[src/rtl/count_ctrl_pkg.sv]
// ---------------------------------------------------------------------------
// count_ctrl_pkg
// Shared types and helpers for the step-counter scheduler (count_step_ctrl)
// and its round-robin arbiter (rr_arbiter).
//   state_t    : scheduler FSM encoding (IDLE/ISSUE/SETTLE/GAP)
//   clog2Min1  : $clog2 clamped to at least 1 bit, so that one requester
//                or a zero inter-step gap still gives a legal vector width
// ---------------------------------------------------------------------------
package count_ctrl_pkg;

    typedef enum logic [1:0] {
        ST_IDLE   = 2'd0,
        ST_ISSUE  = 2'd1,
        ST_SETTLE = 2'd2,
        ST_GAP    = 2'd3
    } state_t;

    function automatic int clog2Min1(input int value);
        int width;
        width = $clog2(value);
        return (width < 1) ? 1 : width;
    endfunction

endpackage

[src/rtl/count_step_ctrl_rr_arbiter.sv]
// ---------------------------------------------------------------------------
// rr_arbiter
// Combinational round-robin pick: the first set request found when scanning
// upward from the pointer, wrapping past N-1 back to 0.
// Ports:
//   i_req    [N-1:0]     request vector
//   i_ptr    [IDX_W-1:0] index with the highest priority this cycle
//   o_grant  [N-1:0]     one-hot grant (all zero when nothing requests)
//   o_idx    [IDX_W-1:0] index of the granted requester
//   o_valid              at least one request is set
// ---------------------------------------------------------------------------
module rr_arbiter
    import count_ctrl_pkg::*;
#(
    parameter int N     = 2,
    parameter int IDX_W = clog2Min1(N)
) (
    input  logic [N-1:0]     i_req,
    input  logic [IDX_W-1:0] i_ptr,
    output logic [N-1:0]     o_grant,
    output logic [IDX_W-1:0] o_idx,
    output logic             o_valid
);

    // Scan offsets 0..N-1 from the pointer; the first hit wins and later
    // hits are masked by o_valid.
    always_comb begin
        int                 w_pos;
        logic [IDX_W-1:0]   w_idx;
        o_grant = '0;
        o_idx   = '0;
        o_valid = 1'b0;
        w_pos   = 0;
        w_idx   = '0;
        for (int k = 0; k < N; k++) begin
            w_pos = (int'(i_ptr) + k) % N;
            w_idx = IDX_W'(w_pos);
            if (!o_valid && i_req[w_idx]) begin
                o_valid        = 1'b1;
                o_grant[w_idx] = 1'b1;
                o_idx          = w_idx;
            end
        end
    end

endmodule

[src/rtl/count_step_ctrl.sv]
// ---------------------------------------------------------------------------
// count_step_ctrl
// Scheduler for the shared up/down step counter (gain/rate index). Picks one
// requester round-robin, checks the step against the live count, issues a
// single inc/dec pulse, waits one cycle for the counter to settle and then
// holds off further grants for GAP_CYCLES cycles.
// Ports:
//   i_clk, i_rst_n          clock, asynchronous active-low reset
//   i_req   [N_REQ-1:0]     level requests, held until ack/rej
//   i_dir   [N_REQ-1:0]     per-requester direction, 1 = up
//   i_clr                   one-cycle clear request
//   i_count_in              live counter value
//   o_inc, o_dec            step pulses to the counter
//   o_cnt_rst               one-cycle synchronous clear to the counter
//   o_ack, o_rej [N_REQ-1:0] one-hot accept / refuse, ISSUE cycle only
//   o_busy                  high whenever not IDLE
// ---------------------------------------------------------------------------
module count_step_ctrl
    import count_ctrl_pkg::*;
#(
    parameter int MAX          = 10,
    parameter int MAX_BITWIDTH = 5,
    parameter int N_REQ        = 2,
    parameter int GAP_CYCLES   = 4
) (
    input  logic                    i_clk,
    input  logic                    i_rst_n,
    input  logic [N_REQ-1:0]        i_req,
    input  logic [N_REQ-1:0]        i_dir,
    input  logic                    i_clr,
    input  logic [MAX_BITWIDTH-1:0] i_count_in,
    output logic                    o_inc,
    output logic                    o_dec,
    output logic                    o_cnt_rst,
    output logic [N_REQ-1:0]        o_ack,
    output logic [N_REQ-1:0]        o_rej,
    output logic                    o_busy
);

    localparam int PTR_W = clog2Min1(N_REQ);
    localparam int GAP_W = clog2Min1(GAP_CYCLES + 1);

    localparam logic [PTR_W-1:0]        LAST_IDX = PTR_W'(N_REQ - 1);
    localparam logic [GAP_W-1:0]        GAP_LOAD = GAP_W'(GAP_CYCLES);
    localparam logic [MAX_BITWIDTH-1:0] MAX_VAL  = MAX_BITWIDTH'(MAX);

    state_t             r_state;
    state_t             w_next_state;
    logic [PTR_W-1:0]   r_ptr;
    logic [PTR_W-1:0]   r_grant_idx;
    logic [N_REQ-1:0]   r_grant;
    logic               r_dir;
    logic               r_cnt_rst;
    logic [GAP_W-1:0]   r_gap;

    logic [N_REQ-1:0]   w_grant;
    logic [PTR_W-1:0]   w_grant_idx;
    logic               w_grant_valid;
    logic               w_start;
    logic               w_legal;
    logic               w_in_issue;

    rr_arbiter #(
        .N     (N_REQ),
        .IDX_W (PTR_W)
    ) u_arb (
        .i_req   (i_req),
        .i_ptr   (r_ptr),
        .o_grant (w_grant),
        .o_idx   (w_grant_idx),
        .o_valid (w_grant_valid)
    );

    // clr wins over any request in the same IDLE cycle.
    assign w_start    = (r_state == ST_IDLE) && !i_clr && w_grant_valid;
    assign w_in_issue = (r_state == ST_ISSUE);

    // Saturation is judged only from the live count and the captured
    // direction, never from the requester's current req/dir.
    assign w_legal = r_dir ? (i_count_in < MAX_VAL) : (i_count_in != '0);

    always_ff @(posedge i_clk or negedge i_rst_n) begin
        if (!i_rst_n) begin
            r_state <= ST_IDLE;
        end else begin
            r_state <= w_next_state;
        end
    end

    always_comb begin
        w_next_state = r_state;
        case (r_state)
            ST_IDLE:   if (w_start) w_next_state = ST_ISSUE;
            ST_ISSUE:  w_next_state = w_legal ? ST_SETTLE : ST_IDLE;
            ST_SETTLE: w_next_state = (GAP_CYCLES == 0) ? ST_IDLE : ST_GAP;
            ST_GAP:    if (r_gap <= GAP_W'(1)) w_next_state = ST_IDLE;
            default:   w_next_state = ST_IDLE;
        endcase
    end

    // Grant capture, pointer advance, gap countdown and the registered clear
    // pulse. The gap counter leaves GAP on the cycle it reaches zero.
    always_ff @(posedge i_clk or negedge i_rst_n) begin
        if (!i_rst_n) begin
            r_ptr       <= '0;
            r_grant_idx <= '0;
            r_grant     <= '0;
            r_dir       <= 1'b0;
            r_cnt_rst   <= 1'b0;
            r_gap       <= '0;
        end else begin
            r_cnt_rst <= (r_state == ST_IDLE) && i_clr;
            if (w_start) begin
                r_grant_idx <= w_grant_idx;
                r_grant     <= w_grant;
                r_dir       <= i_dir[w_grant_idx];
            end
            if (w_in_issue) begin
                r_ptr <= (r_grant_idx == LAST_IDX) ? '0 : r_grant_idx + PTR_W'(1);
            end
            if (r_state == ST_SETTLE) begin
                r_gap <= GAP_LOAD;
            end else if (r_state == ST_GAP) begin
                r_gap <= r_gap - GAP_W'(1);
            end
        end
    end

    // Step and handshake outputs are decoded from state so an asynchronous
    // reset removes them at once.
    always_comb begin
        o_inc     = w_in_issue && w_legal && r_dir;
        o_dec     = w_in_issue && w_legal && !r_dir;
        o_ack     = (w_in_issue && w_legal)  ? r_grant : '0;
        o_rej     = (w_in_issue && !w_legal) ? r_grant : '0;
        o_busy    = (r_state != ST_IDLE);
        o_cnt_rst = r_cnt_rst;
    end

endmodule
[config.mk]
export PLATFORM = sky130hd
export DESIGN_NAME = count_step_ctrl
export DESIGN_NICKNAME = d
export VERILOG_FILES = /design/src/rtl/count_ctrl_pkg.sv /design/src/rtl/count_step_ctrl_rr_arbiter.sv /design/src/rtl/count_step_ctrl.sv
export SDC_FILE = /design/constraint.sdc
export NUM_CORES = 1
export LEC_CHECK = 0
export BUFFER_PORTS_ARGS = -buffer_cell sky130_fd_sc_hd__buf_2
export CORE_AREA = 10 10 47 49
export CTS_CLUSTER_SIZE = 14
export DETAILED_ROUTE_END_ITERATION = 10
export DIE_AREA = 0 0 57 59
export MAX_ROUTING_LAYER = met4
export PLACE_DENSITY_LB_ADDON = 0.15
export SYNTH_ARGS = -nofsm -noshare
export SYNTH_HDL_FRONTEND = slang
export SYNTH_SLANG_ARGS = --single-unit
[constraint.sdc]
create_clock -name i_clk -period 2.3 [get_ports i_clk]
set_input_delay 0.115 -clock i_clk [delete_from_list [all_inputs] [get_ports i_clk]]
set_output_delay 0.115 -clock i_clk [all_outputs]
set_load 0.1 [all_outputs]
==> metrics.txt <==
Post-Synth Adder-Cell Area 4.032%; Max Clk Rate 510.4 MHz; startpoint types register; Worst-Skew Late Latency 0.26 ns; DR iter-0 viols 7; Die Area 0.003363 mm2; WS Path Type reg2out; Clock Sinks 11; RSZ-0062 raised after global routing no; largest net degree at the start of global routing 12; Num CTS Buffers 3; Slew headroom 67.26%; # diodes 0; share of cells above drive strength 1 32.97%; Avg Cell Area, Syn 9.126 um2; Total Wirelength 1.385 mm; Critical Path RT 2.18 ns; max cap viols 0; Final ANT Viol Nets 0; P&R area growth vs syn 23.79%; first-pass GRT wire length 2.304 mm; 1st-pass router iterations 4; run status completed; post-synthesis mux area share 1.613%; simple-gate share of the synthesized area 20.97%; xor and xnor fraction of the mapped netlist area 0%; register area share after synthesis 44.35%; Final Util 54.82%; GPL Wtd Cong 0.7565; compound-gate portion of the synthesized area 22.98%; Final Skew 0.002189 ns; Yosys cell types 27; Yosys Warn Count 0; clk slew on worst S/H paths 0.07 ns; count of pins over their slew limit 0; final worst path period share 85.18%; Data arrival, critical path 1.84 ns; dpl ws 0.6037 ns; Post-route DRC 0; CTS resizes 0; Cells after Synth 68; row cnt 14; htree depth 1; largest family of logic cells by synthesized area compound AO/OA/AOI/OAI gates; static leakage 0.3785 nW; CTS tree done; post-DP HPWL 1.168 mm; Yosys top cell area share 44.35%; GRT Util Overall 8.768%; setup bufs post-CTS 0; worst reg-to-reg path cell count 3; Mapped Nets 82; IO Count 20; peak supply drop 0.6571 mV; Final #Nets 106; routed wire length per instance 12.94 um; CTS root buffer clkbuf_4; initial antenna violation count 0; DR vias/cell 5.121; final hold vios 0; largest cells by area after synthesis dfrtp_1 44%, a21oi_1 5.6%, a2111oi_4 4.4%, inv_1 4.2%, nand2_1 4.2%; Die W 57 um; Worst-Margin Slew 0.4944 ns; port bufs 19; FFs w/ async S/R, synth 100.0%; power density over the cells 1476 mW/mm2; Post-synth EDFFs 0; endpoints failing setup 0; DR vias 548; commonest non-fill, non-tap cell in the layout buf_2; Bufs on Longest Clock Path 2; Crit Path Max Fanout 9; Die Span Y 59 um; most frequent cells in the layout 19 x buf_2, 11 x dfrtp_1, 7 x inv_1, 7 x nand2_1, 6 x nor2_1; min-delay worst type in2reg; Hold Path Depth 3; largest area contributor in the netlist dfrtp_1; clock period minus worst slack 1.959 ns; crit path capture type output port; Remaining Overflow, GRT 0; Netlist Area Pre-Place 620.6 um2; vias in the first global route 526; CORE AREA 0.001401 mm2; setup ws final 0.3407 ns; post-synthesis register bit count 11; top_reg_cell synth dfrtp_1; initial core utilization 44.29%
[state kept, by name (all words and copies together) (netlist names), named ones only]
| register | count |
|---|---|
| r_ptr | 1 |
| r_dir | 1 |
| r_grant_idx | 1 |
| o_cnt_rst | 1 |
| r_gap | 3 |
| r_grant | 2 |
| r_state | 1 |
[power breakdown]
part           leakage (nW)  internal, mW  switching, mW  total, mW
sequential            0.128         0.285         0.0931      0.378
combinational         0.235         0.179          0.449      0.628
clock                0.0150        0.0670         0.0613      0.128
total                 0.378         0.531          0.604       1.13
[per-stage QoR]
stage	std cells	hold WS, ns	TNS (ns)	power, mW	cell area, um2
6_report	107	0.1021	0	1.134	768.2
5_1_grt	107	0.1110	0	1.225	768.2
4_1_cts	107	0.09573	0	1.147	768.2
3_5_place_dp	102	-0.005408	0	1.016	732.0
3_3_place_gp	102	-0.003929	0	1.006	732.0
2_1_floorplan	68	-0.1806	-1.635	0.9098	628.1
[repair_timing]
| item | in CTS | in global routing |
|---|---|---|
| hold buffers | 1 | 0 |
| setup endpoints to repair | 0 | 0 |
| endpoints found under the hold margin | 11 | 0 |
[Yosys cell counts (2+ instances only)]
master    count
nand2b_1      2
nor3_1        3
dfrtp_1      11
o21ai_0       5
a21oi_1       7
nor2_1        6
ha_1          2
inv_1         7
nand2_1       7
[worst max-delay path, cell delays in order (launching register included)]
cell and delay (ns):
dfrtp_1 0.45, and2b_2 0.29, a21bo_2 0.25, nor3_1 0.13, buf_2 0.45
[cell type report]
cell class / count / area [um2]
flip-flops and latches: 11 / 275.3
clock buffers: 4 / 26.28
well taps: 16 / 20.02
repair buffers: 20 / 105.1
multi-input cells: 49 / 315.3
inverters: 7 / 26.28
fillers: 132 / 633.1
[per-layer routing]
metal / track usage (%) / wire, um / vias to the layer above
met5: - / 0 / -
met4: 5.034 / 10 / 0
met3: 3.863 / 142 / 2
met2: 12.40 / 598 / 20
met1: 10.06 / 633 / 248
li1: - / - / 278
[cell families (layout without fill, tap and decap cells)]
logic type,Yosys count,after routing
AND/OR/NAND/NOR,26,26
multiplexers,1,1
buffers and inverters,8,31
flip-flops,11,11
adder cells (fa/ha/maj),2,2
AO/OA/AOI/OAI,20,20
[final timing paths]
check / start / end / slack (ns)
worst min register to register: r_grant_idx / r_ptr / 0.47
worst min-delay path: i_clr / o_cnt_rst / 0.10
min in group asynchronous: i_rst_n / r_grant_idx / 0.24
worst max register to register: register / r_grant_idx / 0.99
max in group asynchronous: i_rst_n / r_gap[0] / 1.85
worst max-delay path: register / o_ack[1] / 0.34
Note: power is estimated with default switching activity, not from simulation.
